$ cat src/rtl/mux_defs.sv
// Mode and state encodings for the channel scanner, shared by the
// design and its bench.
package mux_defs;

    typedef enum logic [1:0] {
        MODE_DIRECT = 2'b00,
        MODE_SINGLE = 2'b01,
        MODE_CONT   = 2'b10,
        MODE_HOLD   = 2'b11
    } mode_e;

    typedef enum logic [1:0] {
        ST_IDLE  = 2'b00,
        ST_SWEEP = 2'b01,
        ST_DONE  = 2'b10
    } state_e;

    function automatic logic is_sweep_mode(input mode_e m);
        return (m == MODE_SINGLE) || (m == MODE_CONT);
    endfunction

endpackage

$ cat src/rtl/mux_n.sv
// Combinational CHANNELS:1 selector over a flattened bus; an index with no
// matching channel yields zero.
module mux_n #(
    parameter int WIDTH    = 4,
    parameter int CHANNELS = 4,
    parameter int SEL_W    = 2
) (
    input  logic [CHANNELS*WIDTH-1:0] i_data,
    input  logic [SEL_W-1:0]          i_idx,
    output logic [WIDTH-1:0]          o_data
);

    always_comb begin
        o_data = '0;
        for (int k = 0; k < CHANNELS; k++) begin
            if (i_idx == SEL_W'(k)) begin
                o_data = i_data[k*WIDTH +: WIDTH];
            end
        end
    end

endmodule

$ cat src/rtl/mux_scan.sv
// Channel scanner: direct selection or single/continuous sweeps of the input
// channels into a one-entry valid/ready output slot.
module mux_scan
    import mux_defs::*;
#(
    parameter int WIDTH    = 4,
    parameter int CHANNELS = 4,
    parameter int SEL_W    = 2
) (
    input  logic                      clk,
    input  logic                      reset,
    input  logic [CHANNELS*WIDTH-1:0] data_in,
    input  logic [SEL_W-1:0]          select,
    input  logic [1:0]                mode,
    input  logic                      start,
    input  logic                      out_ready,
    output logic [WIDTH-1:0]          out_data,
    output logic [SEL_W-1:0]          out_chan,
    output logic                      out_valid,
    output logic                      done,
    output logic                      busy,
    output logic                      err
);

    localparam logic [SEL_W-1:0] LAST_CHAN = SEL_W'(CHANNELS - 1);

    state_e             r_state;
    logic [SEL_W-1:0]   r_ptr;
    logic [WIDTH-1:0]   r_out_data;
    logic [SEL_W-1:0]   r_out_chan;
    logic               r_out_valid;
    logic               r_err;

    state_e             w_state_nxt;
    logic [SEL_W-1:0]   w_ptr_nxt;
    logic               w_capture;
    logic [SEL_W-1:0]   w_cap_idx;
    logic               w_set_err;
    logic               w_slot_free;
    logic               w_select_oob;
    logic [WIDTH-1:0]   w_mux_data;
    mode_e              w_mode;

    assign w_mode       = mode_e'(mode);
    assign w_slot_free  = !r_out_valid || out_ready;
    assign w_select_oob = 32'(select) >= 32'(CHANNELS);

    mux_n #(
        .WIDTH    (WIDTH),
        .CHANNELS (CHANNELS),
        .SEL_W    (SEL_W)
    ) u_mux (
        .i_data (data_in),
        .i_idx  (w_cap_idx),
        .o_data (w_mux_data)
    );

    always_comb begin
        w_state_nxt = r_state;
        w_ptr_nxt   = r_ptr;
        w_capture   = 1'b0;
        w_cap_idx   = r_ptr;
        w_set_err   = 1'b0;
        case (r_state)
            ST_IDLE: begin
                if (w_mode == MODE_DIRECT) begin
                    if (w_slot_free) begin
                        w_capture = 1'b1;
                        w_cap_idx = select;
                        w_set_err = w_select_oob;
                    end
                end else if (is_sweep_mode(w_mode) && start) begin
                    w_state_nxt = ST_SWEEP;
                    w_ptr_nxt   = '0;
                end
            end
            ST_SWEEP: begin
                if (w_mode == MODE_DIRECT) begin
                    w_state_nxt = ST_IDLE;
                    w_ptr_nxt   = '0;
                end else if (is_sweep_mode(w_mode) && w_slot_free) begin
                    w_capture = 1'b1;
                    // Last channel: single sweep finishes, continuous wraps.
                    if (r_ptr == LAST_CHAN) begin
                        w_ptr_nxt = '0;
                        if (w_mode == MODE_SINGLE) begin
                            w_state_nxt = ST_DONE;
                        end
                    end else begin
                        w_ptr_nxt = r_ptr + 1'b1;
                    end
                end
            end
            ST_DONE: begin
                w_state_nxt = ST_IDLE;
            end
            default: begin
                w_state_nxt = ST_IDLE;
                w_ptr_nxt   = '0;
            end
        endcase
    end

    always_ff @(posedge clk or posedge reset) begin
        if (reset) begin
            r_state     <= ST_IDLE;
            r_ptr       <= '0;
            r_out_data  <= '0;
            r_out_chan  <= '0;
            r_out_valid <= 1'b0;
            r_err       <= 1'b0;
        end else begin
            r_state <= w_state_nxt;
            r_ptr   <= w_ptr_nxt;
            if (w_capture) begin
                r_out_data  <= w_mux_data;
                r_out_chan  <= w_cap_idx;
                r_out_valid <= 1'b1;
            end else if (w_slot_free) begin
                r_out_valid <= 1'b0;
            end
            if (w_set_err) begin
                r_err <= 1'b1;
            end
        end
    end

    assign out_data  = r_out_data;
    assign out_chan  = r_out_chan;
    assign out_valid = r_out_valid;
    assign err       = r_err;
    assign done      = (r_state == ST_DONE);
    assign busy      = (r_state != ST_IDLE);

endmodule

$ cat config.mk
export PLATFORM = sky130hd
export DESIGN_NAME = mux_scan
export DESIGN_NICKNAME = d
export VERILOG_FILES = /design/src/rtl/mux_defs.sv /design/src/rtl/mux_n.sv /design/src/rtl/mux_scan.sv
export SDC_FILE = /design/constraint.sdc
export NUM_CORES = 1
export LEC_CHECK = 0
export ABC_AREA = 0
export BUFFER_PORTS_ARGS = -buffer_cell sky130_fd_sc_hd__clkbuf_2
export CAP_MARGIN = 30
export CORE_UTILIZATION = 47
export CTS_CLUSTER_DIAMETER = 40
export CTS_CLUSTER_SIZE = 40
export DETAILED_ROUTE_END_ITERATION = 12
export GPL_ROUTABILITY_DRIVEN = 0
export PLACE_DENSITY_LB_ADDON = 0.12
export SYNTH_ARGS = -nofsm -noshare
export SYNTH_HDL_FRONTEND = slang
export SYNTH_HIERARCHICAL = 1
export SYNTH_SLANG_ARGS = --single-unit
$ cat constraint.sdc
create_clock -name clk -period 5.2 [get_ports clk]
set_clock_uncertainty 0.15 [all_clocks]
set_input_delay 0.78 -clock clk [delete_from_list [all_inputs] [get_ports clk]]
set_output_delay 0.78 -clock clk [all_outputs]
set_load 0.005 [all_outputs]
Yosys cells after proc, flatten, opt, wreduce, memory -nomap -nowiden:

Index checks and enable logic that the tools add are counted.

* add/sub/neg operators: 1
* multiply operators: 0
* div/mod/pow operators: 0
* order comparisons: 0
* equality and inequality tests: 13
* shift operators: 0
* multiplexer cells: 27
* bitwise logic cells: 1
* reduce and logical (&&, ||, !) cells: 12

Operator list (count)
* 2-bit 2-to-1 mux: 14
* 4-bit 2-to-1 mux: 4
* 2-bit == test, second input constant: 5
* 3-bit != test, second input constant: 3
* 2-bit by 1-bit == test with 1-bit output, second input constant: 3
* 2-bit logical NOT: 3
* 1-bit 2-to-1 mux: 6
* 2-bit case mux with 3 select lines: 1
* 5-bit AND reduction: 1
* 2-bit != test, second input constant: 2
* 2-bit case mux with 2 select lines: 1
* 4-bit AND reduction: 1
* 2-bit nonzero test: 2
* 2-bit by 1-bit adder with 2-bit output, second input constant: 1
* 1-bit logical AND: 2
* 1-bit logical OR: 2
* 1-bit case mux with 2 select lines: 1
* 1-bit logical NOT: 1
* 1-bit inverter: 1

* bits in registers: 11
* bits in latches: 0
* memory bits (writable): 0
* bits in read-only memories: 0
* input port bits: 24
* output and inout port bits: 10
* memories kept: 0

Longest topological paths before layout:

Gate-level depths: netlist of the first run.

* depth in word-level cells: 10
* gate-level depth with buffers: 6
* gate-level depth less buffers: 6

Modules after synthesis:

The synthesis of the first run kept the hierarchy.

Modules (own cells, without submodules)
* mux_scan: times used 1, cells an instance 54, area an instance 596.8 um^2, sequential area each 275.3 um^2
* mux_n: times used 1, cells an instance 4, area an instance 105.1 um^2, sequential area each 0.0 um^2

Worst setup path before layout of the first run:

Ideal clock, no wire load.

* path type: input-to-reg
* start point: input port mode[1]
* end point: register r_out_data[0] (netlist: out_data[0])
* arrival: 2.320 ns
* data required time: 4.922 ns
* slack: 2.603 ns
* stages on the path: 6
* path buffers: 0
* cell sequence: inv_1 -> ha_1 -> nand3_2 -> mux2_2 -> mux4_1 -> mux2_1

* word-level cells in the longest chain between the ends: 8

RTL lines
* start: declaration: line mux_scan.sv:14 `input logic [1:0] mode,`
* 2-bit logical NOT (*): line mux_scan.sv:66 `if (w_mode == MODE_DIRECT) begin`
* 2-bit 2-to-1 mux (*): line mux_scan.sv:66
* 2-bit 2-to-1 mux (*): line mux_scan.sv:64 `case (r_state)`
* via w_cap_idx[0]: line mux_scan.sv:37 `logic [SEL_W-1:0] w_cap_idx;`
* 2-bit logical NOT: line mux_n.sv:16 `if (i_idx == SEL_W'(k)) begin`
* 4-bit 2-to-1 mux (3 in series): line mux_n.sv:16
* 4-bit 2-to-1 mux (*): line mux_n.sv:16
* via w_mux_data[0]: line mux_scan.sv:41 `logic [WIDTH-1:0] w_mux_data;`
* end signal: assignment: line mux_scan.sv:116 `r_out_data <= w_mux_data;`
* end: declaration: line mux_scan.sv:29 `logic [WIDTH-1:0] r_out_data;`

The timed path passes the listed nets; every way through them passes the cells marked *.
A chain may end at the register's enable or synchronous reset.

Final worst setup path of the first run:

Ends and elaborated chain as after synthesis.

==> results.json, run 1 <==
{
  "outcome": "finished, final reports clean",
  "avgSynthCellArea_um2": 12.1,
  "ys_warn_count": 6,
  "viasPerCell": 5.24,
  "fmaxAchievable_mhz": 390,
  "std_cell_rows": 13,
  "yosys.area_share.adder": 0.0713,
  "max-cap-violations": 0,
  "start_util": 0.520,
  "ir_drop_uv": 232,
  "synth_compound_area_frac": 0.0838,
  "overflow": 0,
  "globalRouteTotalUtil": 0.171,
  "rsz0062_at_grt": "false",
  "synth_area_um2": 702,
  "worstPathArrival_ps": 2550,
  "syn_inst": 58,
  "cpPeakStageDelay_ps": 580,
  "crit_path_start_kind": "primary input",
  "post-synth-top-count-cell": "dfrtp_1",
  "cts_resized": 0,
  "wl_per_cell_um": 11.8,
  "required_ps": 5190,
  "synth_top_area_cell": "dfrtp_1",
  "hp-class": "primary input to asynchronous set/reset pin",
  "synthXorXnorAreaFrac": 0,
  "final_util": 0.666,
  "diodes": 0,
  "maxSlewViolCount": 0,
  "grt_max_degree": 12,
  "drt_iter0_markers": 13,
  "drive_above_1_share": 0.452,
  "p_leak_nw": 0.485,
  "synth_edf_count": 0,
  "coreArea_um2": 1350,
  "setup_viol": 0,
  "synthToLayoutAreaGrowth_pct": 28.2,
  "htreeDepth": 1,
  "crit_chain": "clkbuf_2 -> inv_1 -> ha_1 -> nand3_2 -> mux2_2 -> mux4_1 -> mux2_1",
  "grt_pass1_vias": 441,
  "antenna_found_initial": 0,
  "min_period_over_period": 0.493,
  "synth_nets": 86,
  "netlist.area_leader.share": 0.392,
  "synth.area.mux_share": 0.275,
  "drt-total-wl_um": 1280,
  "clock-sinks": 11,
  "yosys.area_share.simple": 0.135,
  "grt_first_pass_wirelength_um": 1840,
  "slowest_stage": "mux4_1",
  "first_pass_iters": 4,
  "dieArea_um2": 1650,
  "drcViolationCount": 0,
  "cts_tree": "built",
  "ios": 34,
  "async_flop_share": 1.00,
  "fp.dieW_um": 40.6,
  "clock_latency_ps": 260,
  "period_minus_slack_ps": 2560,
  "hold_viol_final": 0,
  "ys_seq_area_frac": 0.392,
  "yosys_most_used_dff": "dfrtp_1",
  "post_cts.repair.setup_buffers": 0,
  "drtAntennaViolNets": 0,
  "design_power_total_uw": 383,
  "clock_path_buffers": 2,
  "final_nets": 122,
  "synth.area.top_cells": "dfrtp_1, mux4_1, ha_1, mux2_1, mux2_2",
  "fp.dieH_um": 40.6,
  "synth_cell_types": 23,
  "worstSetupEndpointType": "flop",
  "cts_made_buffers": 3,
  "clk_pin_slew_worst_paths_ps": 80,
  "worstPathMaxFanout": 8,
  "synth_top_family_by_area": "multiplexers",
  "synth-seq-cells": 11,
  "yosys-top-cells-count": "dfrtp_1, inv_1",
  "power.density_nw_per_um2": 426,
  "worstSetupPathType": "primary input to flop",
  "portBuffers": 32,
  "finalSetupTns_ps": 0,
  "hpwl_um": 1060,
  "cts_root_buffer": "clkbuf_4",
  "cts_hold_buffers": 0,
  "final_area_um2": 900,
  "dpl_cell_area_um2": 873,
  "via_count": 566
}
power by group:
group	switching, mW	internal, mW
registers	0.0279	0.124
logic	0.0754	0.0972
clock network	0.0289	0.0296
total	0.132	0.251
flip-flops by register name, indices dropped and copies added, names as in the netlist:
register	flops
out_valid	1
out_chan	2
out_data	4
r_ptr	2
r_state	2
final timing paths:
| check | cells past startpoint | end | startpoint | slack, ps |
|---|---|---|---|---|
| worst max-delay path | 7 | out_data[0] | mode[1] | 2640 |
| worst min-delay path | 2 | r_state[1] | reset | 320 |
| worst max register to register | 5 | out_data[0] | r_state[0] | 2890 |
| worst min register to register | 1 | out_data[1] | out_data[1] | 330 |
| max in group asynchronous | 2 | out_valid | reset | 4280 |
| min in group clk | 1 | out_data[1] | out_data[1] | 330 |
placed cells by master, fill, tap and decap left out, types with 2 or more instances in the layout:
cell / netlist / final
mux2i_1: 2 / 2
nor2_1: 4 / 4
o21ai_0: 4 / 4
mux2_2: 3 / 3
clkbuf_2: 0 / 32
dfrtp_1: 11 / 11
ha_1: 4 / 4
inv_1: 5 / 5
nand3_1: 2 / 2
a21oi_1: 3 / 3
mux4_1: 4 / 4
nand3_2: 2 / 2
clkbuf_4: 0 / 3
mux2_1: 3 / 3
cells by family (layout without fill, tap and decap cells):
group | after synthesis | count (layout)
AOI/OAI and AO/OA | 10 | 10
adders and majority gates | 4 | 4
other | 1 | 1
and+or+nand+nor | 14 | 14
DFF | 11 | 11
muxes | 12 | 12
buffers and inverters | 6 | 41
area by class of cell:
cell class,instances,area [um^2]
clock buffers,4,26.3
repair buffers,32,160
well taps,15,18.8
fillers,121,450
multi-input cells,41,400
inverters,5,18.8
flip-flops and latches,11,275
per-stage QoR:
step                instances  worst slack, ps  hold WS, ps
floorplan                  58             2600          333
global route              108             2500          377
global placement          104             2410          317
detailed placement        104             2360          324
finish                    108             2640          322
CTS                       108             2630          339
layer usage:
metal | GRT usage | vias to the layer above | wire, um
li1 | - | 290 | -
met1 | 0.266 | 251 | 649
met2 | 0.226 | 23 | 536
met3 | 0.0489 | 2 | 82
met4 | 0.0500 | 0 | 11
met5 | 0 | - | 0
worst max-delay path: cells and delay by family:
family                   cells  cell delay (ps)
multiplexers                 3             1220
adder cells (fa/ha/maj)      1              210
AND/OR/NAND/NOR              1              170
buffers and inverters        2              170
Power figures use the tool's default switching activity.
==> inputs of run 2 (changes only) <==
Settings changed: CORE_UTILIZATION 47 to 44.
Clock period 5.2 ns to 2.63 ns, I/O delays scaled along.
==> run 2 against run 1 <==
  * Total power increased by 100%
  * Combinational power increased by 100%
  * Clock-buffer cell count unchanged
  * Via count increased by 2.3%
  * Highest routed layer unchanged
  * Sequential cell count unchanged
  * Final area increased by 2.1%
  * Core utilization decreased by 5.7 points
  * Cell count increased by 2.8%
  * Register-to-register slack got worse by 2500 ps
  * Critical path type is now flop to flop
  * Largest power group unchanged
  * First-iteration DRC count increased by 31%
==> results.json, run 2 (same netlist as run 1, synthesis figures left out) <==
{
  "worstSetupPathType": "flop to flop",
  "grt_max_degree": 12,
  "hp-class": "primary input to flop",
  "drcViolationCount": 0,
  "worstPathArrival_ps": 2190,
  "worstHoldStart": "start",
  "setup_viol": 0,
  "mostFrequentLayoutCells": "clkbuf_2, dfrtp_1, inv_1",
  "ff2ff_path_depth": 5,
  "period_minus_slack_ps": 2190,
  "clockPowerShare": 0.152,
  "p_sw_uw": 271,
  "min_period_over_period": 0.833,
  "rsz0062_at_grt": "false",
  "fmaxAchievable_mhz": 456,
  "p_leak_nw": 0.493,
  "ios": 34,
  "required_ps": 2630,
  "cts_tree": "built",
  "swShare": 0.351,
  "hpwl_um": 1140,
  "post_cts.repair.setup_buffers": 0,
  "fillers": 140,
  "maxSlewViolCount": 0,
  "outcome": "finished, final reports clean",
  "hold_viol_final": 0,
  "coreArea_um2": 1510,
  "drtAntennaViolNets": 0,
  "min_delay_worst_endpoint": "r_state[0]",
  "clk_pin_slew_worst_paths_ps": 70,
  "final_nets": 124,
  "via_count": 579,
  "start_util": 0.466,
  "globalRouteTotalUtil": 0.172,
  "grt_pass1_vias": 548,
  "power.density_nw_per_um2": 841,
  "std_cell_rows": 14,
  "clock-sinks": 11,
  "overflow": 0,
  "drt-total-wl_um": 1430,
  "finalSetupTns_ps": 0,
  "cts_root_buffer": "clkbuf_4",
  "ir_drop_uv": 421,
  "crit_path_start_kind": "flop",
  "dieArea_um2": 1760,
  "drive_above_1_share": 0.453,
  "diodes": 0,
  "first_pass_iters": 4,
  "cts_made_buffers": 3,
  "power_frac_comb": 0.455,
  "largest_reg_flops": 4,
  "seqPwrFrac": 0.392,
  "viasPerCell": 5.22,
  "drt_iter0_markers": 17,
  "antenna_found_initial": 0,
  "clock_latency_ps": 270,
  "hold_depth": 3,
  "regToRegStartpoint": "r_state[1]",
  "wl_per_cell_um": 12.8,
  "fp.dieH_um": 41.9,
  "reg2reg_slack_ps": 440,
  "portBuffers": 32,
  "layout_commonest_cell": "clkbuf_2",
  "worstPathMaxFanout": 6,
  "htreeDepth": 1,
  "holdWs_ps": 220,
  "internal_power_uw": 501,
  "clock_path_buffers": 2,
  "grt_first_pass_wirelength_um": 2240,
  "synthToLayoutAreaGrowth_pct": 30.8,
  "max-cap-violations": 0,
  "worstSetupEndpointType": "flop",
  "fp.dieW_um": 41.9,
  "r2r_end": "out_data[3]"
}
[run 2: cell type report]
class,count,area [um^2],share of cell area
Multi-Input combinational cell,41,400,0.436
Inverter,5,18.8,0.0204
Tap cell,16,20.0,0.0218
Timing Repair Buffer,34,178,0.193
Sequential cell,11,275,0.300
Clock buffer,4,26.3,0.0286
[run 2: worst max-delay path by stage]
stage                    start           to  slack (ps)  cells after the start
floorplan              mode[1]  out_data[0]         420                      6
global placement       mode[1]  out_data[0]         360                      7
detailed placement     mode[1]  out_data[3]         320                      7
CTS                 r_state[1]  out_data[3]         420                      5
global route        r_state[1]  out_data[3]         340                      5
finish              r_state[1]  out_data[3]         440                      5
[run 2: power by group through the flow]
stage	sequential, mW	combinational [mW]	clock [mW]
after floorplan	0.300	0.224	0
after global placement	0.301	0.348	0
after detailed placement	0.307	0.356	0
after CTS	0.303	0.358	0.123
after global routing	0.315	0.393	0.125
final	0.303	0.351	0.118
[run 2: metal layers]
layer	vias to the layer above	GRT usage	wire, um
li1	290	-	-
met1	272	0.224	647
met2	15	0.272	717
met3	2	0.0261	50
met4	0	0.0968	10
met5	-	0	0
[run 2: repair_timing]
action / CTS / global route
resized for setup: 0 / 0
hold buffers: 1 / 0
hold endpoints to repair: 11 / 0
[run 2: per-stage QoR]
| step | utilization | instance area [um^2] | instances | power (mW) | setup slack [ps] |
|---|---|---|---|---|---|
| finish | 0.610 | 918 | 111 | 0.772 | 439 |
| floorplan | - | 702 | 58 | 0.524 | 418 |
| detailed placement | 0.586 | 882 | 106 | 0.663 | 321 |
| CTS | 0.610 | 918 | 111 | 0.785 | 420 |
| global route | 0.610 | 918 | 111 | 0.833 | 340 |
| global placement | 0.586 | 882 | 106 | 0.649 | 363 |
[run 2: worst max-delay path: stages, from the launching register on]
cell	delay [ps]
dfrtp_1	450
nor2_1	200
nand3_2	100
mux2_2	310
mux4_1	560
mux2_1	310
==> inputs of run 3 (changes only) <==
Clock period 2.63 ns to 2.2 ns, I/O delays scaled along.
==> run 3 against run 2 <==
  * Sequential share of layout area decreased by 1.4 points
  * Critical path depth stayed put
  * Routed wire length decreased by 1.1%
  * Core utilization rose by 3.0 points
  * Combinational power rose by 35%
  * Total power up 23%
  * Final area increased by 4.9%
  * Via count up 0.69%
  * First-iteration DRC count is 59% lower
  * Global-route usage up 1.9 points
  * Non-clock buffer count grew 6
  * Critical endpoint unchanged
  * Largest power group unchanged
==> results.json, run 3 (same netlist as run 1, synthesis figures left out) <==
{
  "via_count": 583,
  "dieArea_um2": 1760,
  "ir_drop_uv": 680,
  "cts_root_buffer": "clkbuf_4",
  "coreArea_um2": 1510,
  "portBuffers": 32,
  "outcome": "finished, final reports clean",
  "worstPathArrival_ps": 2090,
  "clock_path_buffers": 2,
  "period_minus_slack_ps": 2090,
  "drcViolationCount": 0,
  "hold_viol_final": 0,
  "worstSetupPathType": "flop to flop",
  "fp.dieH_um": 41.9,
  "drtAntennaViolNets": 0,
  "fp.dieW_um": 41.9,
  "wl_per_cell_um": 12.1,
  "drive_above_1_share": 0.485,
  "grt_max_degree": 12,
  "dp_slack_ps": -23.8,
  "globalRouteTotalUtil": 0.191,
  "overflow": 0,
  "hp-class": "primary input to flop",
  "power.density_nw_per_um2": 985,
  "start_util": 0.466,
  "cts_made_buffers": 3,
  "clock_latency_ps": 260,
  "cts_tree": "built",
  "cts_hold_buffers": 1,
  "viasPerCell": 4.98,
  "synthToLayoutAreaGrowth_pct": 37.3,
  "layout_commonest_cell": "clkbuf_2",
  "rsz0062_at_grt": "false",
  "clock-sinks": 11,
  "crit_path_start_kind": "flop",
  "grt_first_pass_wirelength_um": 2450,
  "maxSlewViolCount": 0,
  "worstPathMaxFanout": 4,
  "p_leak_nw": 0.522,
  "fmaxAchievable_mhz": 478,
  "grt_pass1_vias": 589,
  "drt-total-wl_um": 1410,
  "first_pass_iters": 2,
  "antenna_found_initial": 0,
  "diodes": 0,
  "htreeDepth": 1,
  "clk_pin_slew_worst_paths_ps": 70,
  "dpl_cell_area_um2": 927,
  "mostFrequentLayoutCells": "clkbuf_2, dfrtp_1, buf_4",
  "ios": 34,
  "hpwl_um": 1150,
  "max-cap-violations": 0,
  "worstSetupEndpointType": "flop",
  "post_cts.repair.setup_buffers": 0,
  "largest_reg_flops": 4,
  "std_cell_rows": 14,
  "layout_setup_ws_ps": 107,
  "cts_resized": 0,
  "setup_viol": 0,
  "fillers": 132,
  "required_ps": 2200,
  "final_nets": 130,
  "drt_iter0_markers": 7,
  "final_area_um2": 963,
  "min_period_over_period": 0.951,
  "design_power_total_uw": 949
}
## run 3: final timing paths
kind | from | to | slack, ps | cells after the start
min | start | r_state[0] | 170 | 3
max reg2reg | r_state[0] | out_data[3] | 110 | 5
min in group asynchronous | reset | r_state[0] | 450 | 3
min reg2reg | out_data[0] | out_data[0] | 340 | 1
max | r_state[0] | out_data[3] | 110 | 5
max in group asynchronous | reset | out_data[2] | 1150 | 3
## run 3: layout make-up
| cell class | count | area (um^2) | share of cell area |
|---|---|---|---|
| inverters | 5 | 18.8 | 0.0195 |
| multi-input cells | 41 | 400 | 0.416 |
| repair buffers | 40 | 223 | 0.231 |
| clock buffers | 4 | 26.3 | 0.0273 |
| well taps | 16 | 20.0 | 0.0208 |
| flip-flops and latches | 11 | 275 | 0.286 |
## run 3: metal layers
metal / GRT usage / vias up / share of wire
met1: 0.239 / 259 / 0.44
met2: 0.309 / 17 / 0.50
met4: 0.0387 / 0 / 0
met5: 0 / - / 0
li1: - / 307 / -
met3: 0.0783 / 0 / 0.053
## run 3: power breakdown
part,internal [mW],total (mW),switching (mW)
Clock,0.0701,0.133,0.0627
Sequential,0.294,0.342,0.0480
Combinational,0.266,0.474,0.208
Total,0.630,0.949,0.319
## run 3: worst max-delay path, cell delays in order (launching register included)
cell     delay (ps)
dfrtp_1         380
nor2_1          180
nand3_2         110
mux2_2          310
mux4_1          550
mux2_1          300
## run 3: metrics by stage
| stage | util | std cells | hold WS, ps | TNS (ps) |
|---|---|---|---|---|
| floorplan | - | 58 | 32.4 | 0 |
| global placement | 0.615 | 112 | 175 | 0 |
| detailed placement | 0.615 | 112 | 178 | -62.1 |
| CTS | 0.640 | 117 | 170 | 0 |
| global route | 0.640 | 117 | 187 | 0 |
| finish | 0.640 | 117 | 175 | 0 |
